===== src/rtl/spi_slave_resp.sv =====
// SPI slave responder clocked from the system clock: oversamples sclk/cs/mosi, receives an
// LSB-first WIDTH-bit frame and returns a buffered (or default) word on miso in the same frame.
module spi_slave_resp #(
    parameter int unsigned      WIDTH       = 12,
    parameter int unsigned      SYNC_STAGES = 2,
    parameter logic [WIDTH-1:0] DEFAULT_TX  = '0
) (
    input  logic             clk,
    input  logic             rst,
    input  logic             sclk,
    input  logic             cs,
    input  logic             mosi,
    output logic             miso,
    input  logic [WIDTH-1:0] din,
    input  logic             newd,
    output logic             ready,
    output logic [WIDTH-1:0] dout,
    output logic             done,
    output logic             err,
    output logic             underrun
);

    localparam int unsigned CW = $clog2(WIDTH + 1);
    localparam logic [CW-1:0] LAST = CW'(WIDTH - 1);

    typedef enum logic [1:0] {StIdle, StShift, StWaitCs} state_e;

    state_e state_q, state_d;

    logic [SYNC_STAGES-1:0] sclk_sync_q, cs_sync_q, mosi_sync_q;
    logic                   sclk_d1_q, cs_d1_q;
    logic                   sclk_s, cs_s, mosi_s;
    logic                   sclk_fall, cs_fall, cs_rise, last_fall;

    logic [CW-1:0]    count_q, count_d;
    logic [WIDTH-1:0] tx_q, tx_d, rx_q, rx_d, buf_q, buf_d, dout_q, dout_d;
    logic             full_q, full_d;
    logic             done_q, done_d, err_q, err_d, und_q, und_d;

    // Idle-level reset values keep release from looking like an sclk or cs edge.
    always_ff @(posedge clk or posedge rst) begin
        if (rst) begin
            sclk_sync_q <= '0;
            cs_sync_q   <= '1;
            mosi_sync_q <= '0;
            sclk_d1_q   <= 1'b0;
            cs_d1_q     <= 1'b1;
        end else begin
            sclk_sync_q <= {sclk_sync_q[SYNC_STAGES-2:0], sclk};
            cs_sync_q   <= {cs_sync_q[SYNC_STAGES-2:0], cs};
            mosi_sync_q <= {mosi_sync_q[SYNC_STAGES-2:0], mosi};
            sclk_d1_q   <= sclk_s;
            cs_d1_q     <= cs_s;
        end
    end

    assign sclk_s    = sclk_sync_q[SYNC_STAGES-1];
    assign cs_s      = cs_sync_q[SYNC_STAGES-1];
    assign mosi_s    = mosi_sync_q[SYNC_STAGES-1];
    assign sclk_fall = sclk_d1_q & ~sclk_s;
    assign cs_fall   = cs_d1_q & ~cs_s;
    assign cs_rise   = ~cs_d1_q & cs_s;
    assign last_fall = sclk_fall && (count_q == LAST);

    always_ff @(posedge clk or posedge rst) begin
        if (rst) begin
            state_q <= StIdle;
        end else begin
            state_q <= state_d;
        end
    end

    // A completing edge wins over a simultaneous cs rise.
    always_comb begin
        state_d = state_q;
        unique case (state_q)
            StIdle: begin
                if (cs_fall) state_d = StShift;
            end
            StShift: begin
                if (last_fall)    state_d = cs_rise ? StIdle : StWaitCs;
                else if (cs_rise) state_d = StIdle;
            end
            StWaitCs: begin
                if (cs_rise) state_d = StIdle;
            end
            default: state_d = StIdle;
        endcase
    end

    always_comb begin
        miso     = (state_q == StShift) ? tx_q[0] : 1'b0;
        ready    = ~full_q;
        dout     = dout_q;
        done     = done_q;
        err      = err_q;
        underrun = und_q;
    end

    always_comb begin
        count_d = count_q;
        tx_d    = tx_q;
        rx_d    = rx_q;
        buf_d   = buf_q;
        full_d  = full_q;
        dout_d  = dout_q;
        done_d  = 1'b0;
        err_d   = 1'b0;
        und_d   = 1'b0;
        if (newd && !full_q) begin
            buf_d  = din;
            full_d = 1'b1;
        end
        unique case (state_q)
            StIdle: begin
                if (cs_fall) begin
                    count_d = '0;
                    if (full_q) begin
                        tx_d   = buf_q;
                        full_d = 1'b0;
                    end else begin
                        tx_d  = DEFAULT_TX;
                        und_d = 1'b1;
                    end
                end
            end
            StShift: begin
                if (sclk_fall) begin
                    rx_d    = {mosi_s, rx_q[WIDTH-1:1]};
                    tx_d    = {1'b0, tx_q[WIDTH-1:1]};
                    count_d = count_q + CW'(1);
                end
                if (last_fall) begin
                    dout_d = rx_d;
                    done_d = 1'b1;
                end else if (cs_rise) begin
                    err_d = 1'b1;
                end
            end
            default: ;
        endcase
    end

    always_ff @(posedge clk or posedge rst) begin
        if (rst) begin
            count_q <= '0;
            tx_q    <= '0;
            rx_q    <= '0;
            buf_q   <= '0;
            full_q  <= 1'b0;
            dout_q  <= '0;
            done_q  <= 1'b0;
            err_q   <= 1'b0;
            und_q   <= 1'b0;
        end else begin
            count_q <= count_d;
            tx_q    <= tx_d;
            rx_q    <= rx_d;
            buf_q   <= buf_d;
            full_q  <= full_d;
            dout_q  <= dout_d;
            done_q  <= done_d;
            err_q   <= err_d;
            und_q   <= und_d;
        end
    end

endmodule

===== config.mk =====
export PLATFORM = sky130hd
export DESIGN_NAME = spi_slave_resp
export DESIGN_NICKNAME = d
export VERILOG_FILES = /design/src/rtl/spi_slave_resp.sv
export SDC_FILE = /design/constraint.sdc
export NUM_CORES = 1
export LEC_CHECK = 0
export CORE_MARGIN = 2
export CORE_UTILIZATION = 45
export CTS_CLUSTER_SIZE = 10
export DETAILED_ROUTE_END_ITERATION = 7
export MAX_ROUTING_LAYER = met4
export PLACE_DENSITY_LB_ADDON = 0.12
export SYNTH_ARGS = -nofsm -noshare
export SYNTH_HDL_FRONTEND = slang
export SYNTH_SLANG_ARGS = --single-unit
export TNS_END_PERCENT = 50

===== constraint.sdc =====
create_clock -name clk -period 2.13 [get_ports clk]
set_input_delay 0.426 -clock clk [delete_from_list [all_inputs] [get_ports clk]]
set_output_delay 0.426 -clock clk [all_outputs]
set_load 0.01 [all_outputs]

==> impl_metrics.json <==
{
  "drive_above_1_share_pct": 27.4,
  "clk_pin_slew_ps": 70,
  "p_per_area_nw_per_um2": 1110,
  "clockBufferDepth": 2,
  "syn-num-nets": 255,
  "syn_area_per_cell_um2": 11.7,
  "final_hold_viol_count": 0,
  "holdWs_ps": 353,
  "r2r-end": "dout[10]$_DFFE_PP0P_",
  "routed_wl_um": 5060,
  "drc_errors": 0,
  "drtIter0Drc": 116,
  "area.growth.synth_to_final_pct": 27.4,
  "place_congestion": 0.776,
  "synth_cells": 236,
  "tritoncts": "built",
  "layout_commonest_cell": "dfrtp_1",
  "fin_crit_ps": 2010,
  "tightest_slew_ps": 449,
  "rows": 28,
  "path_max_fanout": 7,
  "nets": 299,
  "rsz0062_at_grt": "false",
  "synth-seq-cells": 66,
  "dpl.hpwl_um": 3320,
  "most-common-layout-cells": "dfrtp_1 (61), nand2_1 (54), mux2_2 (36), clkdlybuf4s50_1 (34), nand3_1 (16)",
  "grt_max_degree": 28,
  "synth_edf_count": 0,
  "io_buffers": 34,
  "ys_types": 32,
  "io-pin-count": 35,
  "reg2regPathDepth": 4,
  "die-area_um2": 6790,
  "start_util_pct": 46.7,
  "crit_type": "reg2out",
  "fin_tns_setup_ps": 0,
  "via_per_inst": 5.22,
  "drt_first_pass_iters": 4,
  "clock_latency_ps": 330,
  "endpoint_kind": "output port",
  "leakagePower_nw": 1.62,
  "regArea_um2": 1660,
  "synth_ff_type": "dfrtp_1",
  "rrSetupSlack_ps": 420,
  "crit_arrival_ps": 1590,
  "cts_made_buffers": 9,
  "multi_input_area_um2": 1040,
  "diodes": 0,
  "holdBufCountCts": 0,
  "setup_violations": 0,
  "fillers": 513,
  "hp-class": "reg2reg",
  "power.total_mw": 3.90,
  "critPathLaunchType": "register",
  "antenna_found_initial": 0,
  "track_usage_pct": 18.1,
  "wl_per_cell_um": 14.1,
  "yosysSeqAreaShare_pct": 59.8,
  "synth_warnings": 0,
  "async_reset_ff_share_pct": 100,
  "h-tree-depth": 3,
  "grt_pass1_wl_um": 8950,
  "ant_nets": 0,
  "die_w_um": 82.4,
  "status": "completed",
  "ir_worst_vdd_v": 0.000701,
  "cts_root_buf": "clkbuf_8",
  "endpoint": "miso",
  "drv_slew": 0,
  "slew-limit-headroom_pct": 70.1,
  "core-area_um2": 5920,
  "required_ps": 1700,
  "overflow": 0,
  "finClkSkew_ps": 7.93,
  "fin_crit_sh_pct": 94.4,
  "cts.sinks": 66,
  "drv_cap": 0,
  "grt_pass1_vias": 1897,
  "die_h_um": 82.4,
  "cp-startpoint": "state_q[1]$_DFFE_PP0P_",
  "dr_total_vias": 1880,
  "reg2reg_from": "sclk_sync_q[1]$_DFF_PP0_",
  "syn_area_um2": 2770,
  "fmax_ghz": 0.497
}
## critical path, stage by stage, from the launching register on
cell and delay, ps:
dfrtp_2 470, nor2b_2 150, and2_1 130, clkdlybuf4s50_1 520
## kinds of logic after synthesis
group	count (synthesis)	share of synthesized area, %
compound gates	18	4.03
fa+ha+maj	1	0.452
buf+inv	17	3.12
flops	66	59.8
mux	37	15.0
simple gates	97	17.5
## through the flow
step	std cells	cell area (µm²)	utilization [%]	worst slack (ps)
global placement	342	3250	54.9	389
floorplan	236	2770	-	54.2
detailed placement	342	3250	54.9	375
global route	360	3520	59.5	23.6
finish	360	3520	59.5	119
CTS	358	3500	59.2	14.0
## where the power goes
| group | switching [mW] | internal, mW |
|---|---|---|
| Sequential | 0.206 | 1.59 |
| Clock | 0.457 | 0.838 |
| Combinational | 0.371 | 0.445 |
| Total | 1.03 | 2.87 |
## worst min-delay path by stage
| stage | slack, ps | endpoint | from | cells after the start |
|---|---|---|---|---|
| 2_1_floorplan | 330 | mosi_sync_q[1]$_DFF_PP0_ | mosi_sync_q[0]$_DFF_PP0_ | 0 |
| 3_5_place_dp | 340 | mosi_sync_q[1]$_DFF_PP0_ | mosi_sync_q[0]$_DFF_PP0_ | 0 |
| 3_3_place_gp | 340 | mosi_sync_q[1]$_DFF_PP0_ | mosi_sync_q[0]$_DFF_PP0_ | 0 |
| 4_1_cts | 360 | mosi_sync_q[1]$_DFF_PP0_ | mosi_sync_q[0]$_DFF_PP0_ | 0 |
| 5_1_grt | 370 | cs_sync_q[1]$_DFF_PP1_ | cs_sync_q[0]$_DFF_PP1_ | 0 |
| 6_report | 350 | mosi_sync_q[1]$_DFF_PP0_ | mosi_sync_q[0]$_DFF_PP0_ | 0 |
## cell usage after synthesis (2+ instances only)
cell type / number / area share [%]
dfstp_2: 3 / 2.8
mux2_2: 36 / 15
dfrtp_1: 63 / 57
clkbuf_1: 3 / 0.41
nand2_1: 54 / 7.3
inv_1: 2 / 0.27
nor3_1: 13 / 2.4
nand3_1: 16 / 2.9
a31oi_1: 11 / 2.5
nor2b_1: 2 / 0.45
nand2b_4: 2 / 1.0
buf_2: 9 / 1.6
o21ai_0: 3 / 0.54
## routing by layer
metal / global-route usage [%] / routed length (µm)
met1: 24.6 / 2470
met4: 8.00 / 92
met5: - / 0
met2: 26.1 / 2290
met3: 3.91 / 204
## flip-flops by register name, indices dropped and copies added, names as in the netlist, 4 cells and up
signal   count
buf_q       12
dout        12
rx_q        12
tx_q        12
count_q      4
## area by class of cell
type / instances / share of cell area, %
inverter: 2 / 0.213
timing repair buffer: 48 / 13.4
sequential: 66 / 47.1
clock inverter: 5 / 2.84
clock buffer: 11 / 4.30
multi-input combinational: 153 / 29.6
tap: 75 / 2.66
## repair_timing
action                     CTS  global route
resized for setup            0             3
buffers inserted             0             2
setup endpoints to repair    0             1
(Power assumes the default switching activity.)
